### src/rtl/game_session_mux.sv
// game_session_mux: session FSM, rating counter and strip compositor for
// NUM_GAMES side-by-side game lanes driving one registered VGA pixel.
module game_session_mux #(
    parameter  int NUM_GAMES        = 2,
    parameter  int SCREEN_WIDTH     = 800,
    parameter  int SCREEN_HEIGHT    = 600,
    parameter  int RATING_WIDTH     = 8,
    parameter  int COUNTDOWN_CYCLES = 100,
    parameter  int WIN_ALL          = 0,
    localparam int STRIP_W          = SCREEN_WIDTH / NUM_GAMES,
    localparam int X_W              = $clog2(STRIP_W),
    localparam int SEL_W            = (NUM_GAMES > 1) ? $clog2(NUM_GAMES) : 1
) (
    input  logic                      clk,
    input  logic                      arst_n,
    input  logic [NUM_GAMES-1:0]      i_lane_enable,
    input  logic                      i_start,
    input  logic                      i_pause,
    input  logic [NUM_GAMES-1:0]      i_lane_win,
    input  logic [NUM_GAMES-1:0]      i_lane_lose,
    input  logic [NUM_GAMES-1:0]      i_lane_ready,
    input  logic [10:0]               i_h_coord,
    input  logic [9:0]                i_v_coord,
    input  logic                      i_disp_enbl,
    input  logic [12*NUM_GAMES-1:0]   i_lane_rgb,
    input  logic [11:0]               i_banner_rgb,
    output logic [X_W-1:0]            o_local_x,
    output logic [9:0]                o_local_y,
    output logic [SEL_W-1:0]          o_lane_sel,
    output logic [11:0]               o_rgb,
    output logic                      o_disp_enbl,
    output logic                      o_regenerate_level,
    output logic                      o_game_running,
    output logic [1:0]                o_banner_num,
    output logic [RATING_WIDTH-1:0]   o_rating,
    output logic [2*NUM_GAMES-1:0]    o_lane_result
);

    // Elaboration-time sanity checks on the geometry and lane count.
    if (NUM_GAMES < 1 || NUM_GAMES > 4) begin : g_bad_lanes
        $error("game_session_mux: NUM_GAMES must be 1..4");
    end
    if (SCREEN_WIDTH % NUM_GAMES != 0) begin : g_bad_width
        $error("game_session_mux: SCREEN_WIDTH must divide evenly into strips");
    end
    if (SCREEN_HEIGHT < 1 || SCREEN_HEIGHT > 1024) begin : g_bad_height
        $error("game_session_mux: SCREEN_HEIGHT must fit the 10-bit v coordinate");
    end
    if (COUNTDOWN_CYCLES < 1) begin : g_bad_countdown
        $error("game_session_mux: COUNTDOWN_CYCLES must be at least 1");
    end

    typedef enum logic [2:0] {
        S_IDLE, S_GEN, S_COUNTDOWN, S_RUN, S_PAUSED, S_WIN, S_LOSE
    } state_t;

    localparam int               CNT_W    = (COUNTDOWN_CYCLES > 1) ? $clog2(COUNTDOWN_CYCLES) : 1;
    localparam logic [CNT_W-1:0] CNT_LOAD = CNT_W'(COUNTDOWN_CYCLES - 1);

    state_t               state;
    logic                 start_q;
    logic [NUM_GAMES-1:0] mask;
    logic [CNT_W-1:0]     cnt;

    logic                   start_edge;
    logic                   all_ready;
    logic                   lose_hit;
    logic                   win_hit;
    logic [NUM_GAMES-1:0]   acc_win;
    logic [2*NUM_GAMES-1:0] lane_acc;

    assign start_edge = i_start & ~start_q;
    assign all_ready  = ((i_lane_ready & mask) == mask);
    assign lose_hit   = |(i_lane_lose & mask);
    // WIN_ALL counts wins already latched this session plus this cycle's wins.
    assign win_hit    = (WIN_ALL != 0) ? (((acc_win | i_lane_win) & mask) == mask)
                                       : |(i_lane_win & mask);

    // Per-lane {win,lose} accumulation, restricted to lanes in the session mask.
    always_comb begin
        // NOTE: every combinational output gets a default first so no latch is inferred.
        acc_win  = '0;
        lane_acc = '0;
        for (int k = 0; k < NUM_GAMES; k++) begin
            acc_win[k]        = o_lane_result[2*k+1];
            lane_acc[2*k+1]   = o_lane_result[2*k+1] | (i_lane_win[k]  & mask[k]);
            lane_acc[2*k]     = o_lane_result[2*k]   | (i_lane_lose[k] & mask[k]);
        end
    end

    // Session FSM with registered status outputs, rating and lane results.
    always_ff @(posedge clk or negedge arst_n) begin
        if (!arst_n) begin
            state              <= S_IDLE;
            start_q            <= 1'b0;
            mask               <= '0;
            cnt                <= '0;
            o_regenerate_level <= 1'b0;
            o_game_running     <= 1'b0;
            o_banner_num       <= 2'd0;
            o_rating           <= '0;
            o_lane_result      <= '0;
        end else begin
            // NOTE: state is updated with non-blocking assignments so every branch sees pre-edge values.
            start_q            <= i_start;
            o_regenerate_level <= 1'b0;
            case (state)
                S_IDLE, S_WIN, S_LOSE: begin
                    if (start_edge && (|i_lane_enable)) begin
                        state              <= S_GEN;
                        mask               <= i_lane_enable;
                        o_lane_result      <= '0;
                        o_regenerate_level <= 1'b1;
                        o_banner_num       <= 2'd0;
                    end
                end
                S_GEN: begin
                    // Ready flags are trusted only after the regenerate pulse has gone out.
                    if (!o_regenerate_level && all_ready) begin
                        state <= S_COUNTDOWN;
                        cnt   <= CNT_LOAD;
                    end
                end
                S_COUNTDOWN: begin
                    if (cnt == '0) begin
                        state          <= S_RUN;
                        o_game_running <= 1'b1;
                    end else begin
                        cnt <= cnt - 1'b1;
                    end
                end
                S_RUN: begin
                    o_lane_result <= lane_acc;
                    if (i_pause) begin
                        state          <= S_PAUSED;
                        o_game_running <= 1'b0;
                        o_banner_num   <= 2'd3;
                    end else if (lose_hit) begin
                        state          <= S_LOSE;
                        o_game_running <= 1'b0;
                        o_banner_num   <= 2'd2;
                        o_rating       <= '0;
                    end else if (win_hit) begin
                        state          <= S_WIN;
                        o_game_running <= 1'b0;
                        o_banner_num   <= 2'd1;
                        if (o_rating != '1) o_rating <= o_rating + 1'b1;
                    end
                end
                S_PAUSED: begin
                    if (!i_pause) begin
                        state          <= S_RUN;
                        o_game_running <= 1'b1;
                        o_banner_num   <= 2'd0;
                    end
                end
                default: state <= S_IDLE;
            endcase
        end
    end

    // Strip decode by threshold comparison, plus the selected lane's colour and mask bit.
    logic [10:0]      base;
    logic [SEL_W-1:0] lane_idx;
    logic             on_screen;
    logic [11:0]      lane_colour;
    logic             lane_on;

    assign on_screen = (i_h_coord < 11'(SCREEN_WIDTH));

    always_comb begin
        lane_idx    = '0;
        base        = '0;
        lane_colour = '0;
        lane_on     = 1'b0;
        for (int k = 1; k < NUM_GAMES; k++) begin
            if (i_h_coord >= 11'(k * STRIP_W)) begin
                lane_idx = SEL_W'(k);
                base     = 11'(k * STRIP_W);
            end
        end
        if (!on_screen) begin
            lane_idx = '0;
            base     = i_h_coord;
        end
        for (int k = 0; k < NUM_GAMES; k++) begin
            if (lane_idx == SEL_W'(k)) begin
                lane_colour = i_lane_rgb[12*k +: 12];
                lane_on     = mask[k];
            end
        end
    end

    assign o_local_x  = X_W'(i_h_coord - base);
    assign o_local_y  = i_v_coord;
    assign o_lane_sel = lane_idx;

    // Registered pixel: blanking, then banner outside RUN, then masked lane colour.
    always_ff @(posedge clk or negedge arst_n) begin
        if (!arst_n) begin
            o_rgb       <= '0;
            o_disp_enbl <= 1'b0;
        end else begin
            o_disp_enbl <= i_disp_enbl;
            if (!i_disp_enbl || !on_screen) o_rgb <= '0;
            else if (state != S_RUN)        o_rgb <= i_banner_rgb;
            else if (!lane_on)              o_rgb <= '0;
            else                            o_rgb <= lane_colour;
        end
    end

endmodule

### config.mk
export PLATFORM = sky130hd
export DESIGN_NAME = game_session_mux
export DESIGN_NICKNAME = d
export VERILOG_FILES = /design/src/rtl/game_session_mux.sv
export SDC_FILE = /design/constraint.sdc
export NUM_CORES = 1
export LEC_CHECK = 0
export ABC_CLOCK_PERIOD_IN_PS = 2920
export CORE_MARGIN = 1.5
export CORE_UTILIZATION = 50
export DETAILED_ROUTE_END_ITERATION = 8
export DONT_BUFFER_PORTS = 1
export MAX_ROUTING_LAYER = met4
export SLEW_MARGIN = 20
export SYNTH_ARGS = -nofsm -noshare
export SYNTH_HDL_FRONTEND = slang
export SYNTH_SLANG_ARGS = --single-unit
export TNS_END_PERCENT = 30
### constraint.sdc
create_clock -name clk -period 2.92 [get_ports clk]
set_input_delay 0.146 -clock clk [delete_from_list [all_inputs] [get_ports clk]]
set_output_delay 0.146 -clock clk [all_outputs]
set_load 0.05 [all_outputs]
==> metrics.md <==
| Metric | Value |
|---|---|
| Clock buffer count from CTS | `5` |
| Sequential area share after synthesis | `0.379` |
| Layout cells sized above 1 | `0.111` |
| Final setup vio count | `0` |
| Nets | `399` |
| Type of the worst min-delay path | `in -> reg` |
| Fin. Hold Viols | `0` |
| Mapped Cells | `between 300 and 400` |
| Routed vias/inst | `6.22` |
| Die area | `~6000 um2` |
| PwrDens | `just under 900 nW/um2` |
| Unrepaired setup endpoints after global routing | `false` |
| Via Count | `2452` |
| CTS Sinks | `42` |
| Die H | `77.5 um` |
| CTS Root Cell | `clkbuf_8` |
| Reg clk slew, reported paths | `0.08 ns` |
| Yosys reg bits | `42` |
| Worst skew pair latency | `around 0.3 ns` |
| Post-CTS Resized | `0` |
| Clock Skews | `roughly 0.010 ns` |
| TritonCTS clock tree | `done` |
| Area occupied by multi-input gates | `approximately 1500 um2` |
| IO Count | `between 100 and 150` |
| N_diodes | `0` |
| Critical path type | `in -> out` |
| Residual DRC | `0` |
| Starting Density | `0.530` |
| # rows | `26` |
| Layout area overhead | `13.9%` |
| Critical Path AT | `around 2.4 ns` |
| Initial drt markers | `around 110` |
| DP HPWL | `4.94 mm` |
| DR WL/cell | `17.3 um` |
| Antenna Nets Post-Route | `0` |
| Crit-path max FO | `7` |
| Fillers | `roughly 500` |
| Period minus WS final | `about 2.5 ns` |
| Die X | `77.5 um` |
| Core Box Area | `5240 um2` |
| Yosys warns | `0` |
| Util after Layout | `0.604` |
| Synth Flop Type | `dfrtp_1` |
| Status | `finished, final reports clean` |
| Net Count, Synth | `389` |
| H-Tree Depth | `2` |
| FMAX | `401 MHz` |
| Fin crit share | `0.853` |
| Worst Setup End Kind | `output pin` |
| Leakage | `1.30 nW` |
| Synth Area per Inst | `a little under 9 um2` |
| Initial antenna violation count | `0` |
| Asr flop ratio synth | `1.00` |
| Final wirelength | `just under 7 mm` |
| Critical path data required time | `2.77 ns` |
| Drt pass-1 iters | `4` |
| CTS Buffer Depth | `2` |
| CP Launch Type | `input port` |
| Slew Limit Fails | `0` |
| Slew margin rel. | `0.442` |
| Register area | `1050 um2` |
| Syn Std Cell Area | `approximately 2800 um2` |
| Largest net degree at the start of global routing | `43` |
| First-pass GRT wire length | `11.5 mm` |
| Synth unique cells | `58` |
| PortBufs | `0` |
| Final setup TNS | `0 ns` |
| Maxcap violations | `0` |
| Peak supply drop | `between 0.5 and 0.6 mV` |
| Tightest Pin Transition | `between 0.8 and 0.9 ns` |
| Vias in the first global route | `2386` |
| Routability cong. | `0.864` |
| Gr usage total | `0.241` |
| Post-synth EDFFs | `0` |
| GRT overflow | `0` |
-- cells in the mapped netlist, types with 4 or more instances --
| master | count | area [um2] |
|---|---|---|
| a21oi_1 | 7 | 35.0 |
| xnor2_1 | 5 | 43.8 |
| a32o_1 | 5 | 50.1 |
| nor3_1 | 5 | 25.0 |
| buf_4 | 11 | 82.6 |
| dfrtp_1 | 42 | 1050 |
| nand2_1 | 34 | 128 |
| clkbuf_1 | 13 | 48.8 |
| or2_2 | 5 | 31.3 |
| and2_1 | 4 | 25.0 |
| nor2_1 | 19 | 71.3 |
| nand2b_1 | 6 | 37.5 |
| o21ai_0 | 8 | 40.0 |
| mux2i_1 | 6 | 60.1 |
| nor2b_1 | 9 | 56.3 |
| nand4_1 | 12 | 75.1 |
| or4_1 | 5 | 37.5 |
| a31oi_1 | 12 | 75.1 |
| nand3_1 | 7 | 35.0 |
| o211ai_1 | 5 | 37.5 |
| inv_1 | 12 | 45.0 |
| ha_1 | 6 | 75.1 |
| or3_1 | 4 | 25.0 |
| nor4_1 | 4 | 25.0 |
| o2111ai_1 | 13 | 114 |
-- cells by family (layout without fill, tap and decap cells) --
kind of cell / Yosys count / after routing / synth area share
xor gates and xnor gates: 6 / 6 / 0.0189
and+or+nand+nor: 122 / 122 / 0.235
AOI/OAI and AO/OA: 86 / 86 / 0.231
DFF: 42 / 42 / 0.379
adders and majority gates: 6 / 6 / 0.0270
buffers and inverters: 41 / 52 / 0.0744
other: 1 / 1 / 0.00135
muxes: 9 / 9 / 0.0338
-- path summary, 6_finish.rpt --
path	endpoint	depth (start not counted)	startpoint	slack [ns]
max reg2reg	o_rgb[2]	5	state[1]	0.61
min reg2reg	cnt[5]	2	cnt[5]	0.56
min	o_rgb[1]	2	i_banner_rgb[1]	0.01
max in group asynchronous	o_rgb[10]	2	arst_n	2.39
min in group asynchronous	o_rating[5]	2	arst_n	0.31
max	o_local_x[6]	10	i_h_coord[6]	0.43
-- critical path, stage by stage --
cell and delay [ns]:
or3_1 0.40, a32oi_1 0.26, nor2_1 0.09, a21oi_1 0.13
ha_1 0.22, inv_1 0.06, a2111oi_0 0.61, a211o_1 0.18
nand2_1 0.09, buf_12 0.16
-- stage by stage --
step / setup slack (ns) / hold slack [ns] / total power [mW] / std cells / area [um2]
after global routing: 0.209 / 0.00686 / 3.00 / 394 / 3160
after CTS: 0.450 / 0.000628 / 2.82 / 390 / 3120
after floorplan: -0.175 / -0.150 / 2.01 / 313 / 2780
final: 0.428 / 0.00974 / 2.81 / 394 / 3160
after global placement: 0.559 / -0.149 / 2.22 / 370 / 2860
after detailed placement: 0.450 / -0.149 / 2.24 / 370 / 2860
-- area by class of cell --
type / instances / share of cell area
Multi-Input combinational cell: 230 / 0.483
Sequential cell: 42 / 0.332
Timing Repair Buffer: 32 / 0.0997
Tap cell: 70 / 0.0277
Clock buffer: 5 / 0.0218
Clock inverter: 3 / 0.0218
Inverter: 12 / 0.0142
-- report_power, final --
| part | leakage [nW] | switching, mW | internal (mW) |
|---|---|---|---|
| combinational | 0.691 | 0.687 | 0.453 |
| sequential | 0.540 | 0.390 | 0.729 |
| clock | 0.0683 | 0.207 | 0.343 |
| total | 1.30 | 1.28 | 1.52 |
-- registers in the layout, summed over array words and instances, names as in the netlist --
register	flops
o_regenerate_level	1
o_rgb	12
cnt	7
o_game_running	1
o_banner_num	2
o_lane_result	4
state	3
o_disp_enbl	1
start_q	1
o_rating	8
mask	2
-- metal layers --
metal  GRT usage  routed length (um)  share of wire  up-vias
met5           -                   0              0        -
met4      0.0564                  40         0.0059        0
met1       0.325                3120           0.46     1159
met3      0.0753                 551          0.081        6
met2       0.355                3080           0.45      101
li1            -                   -              -     1186
-- placed cells by master (no fill, tap or decap), types with 3 or more instances in the layout --
master	netlist	layout
nand2_1	34	34
ha_1	6	6
o21ai_0	8	8
xnor2_1	5	4
dfrtp_1	42	42
a22oi_1	3	3
nor3b_1	3	3
nor3_1	5	5
buf_12	0	3
a32o_1	5	5
nor2b_1	9	9
nor2_1	19	19
o2111ai_1	13	13
o31ai_1	3	3
mux2_2	3	3
nand4_1	12	12
and2_1	4	4
a31oi_1	12	12
buf_4	11	14
a21oi_1	7	7
o211ai_1	5	5
or4_1	5	5
o21bai_1	3	3
nand3_1	7	7
clkbuf_8	0	5
or2_2	5	5
inv_1	12	12
nand2b_1	6	6
mux2i_1	6	6
dlygate4sd3_1	0	15
o22ai_1	3	3
nor4_1	4	4
or3_1	4	4
-- what timing repair did --
item,4_1_cts,5_1_grt
hold buffers,12,4
setup buffers,0,0
hold endpoints to repair,51,4
(Power assumes the default switching activity.)
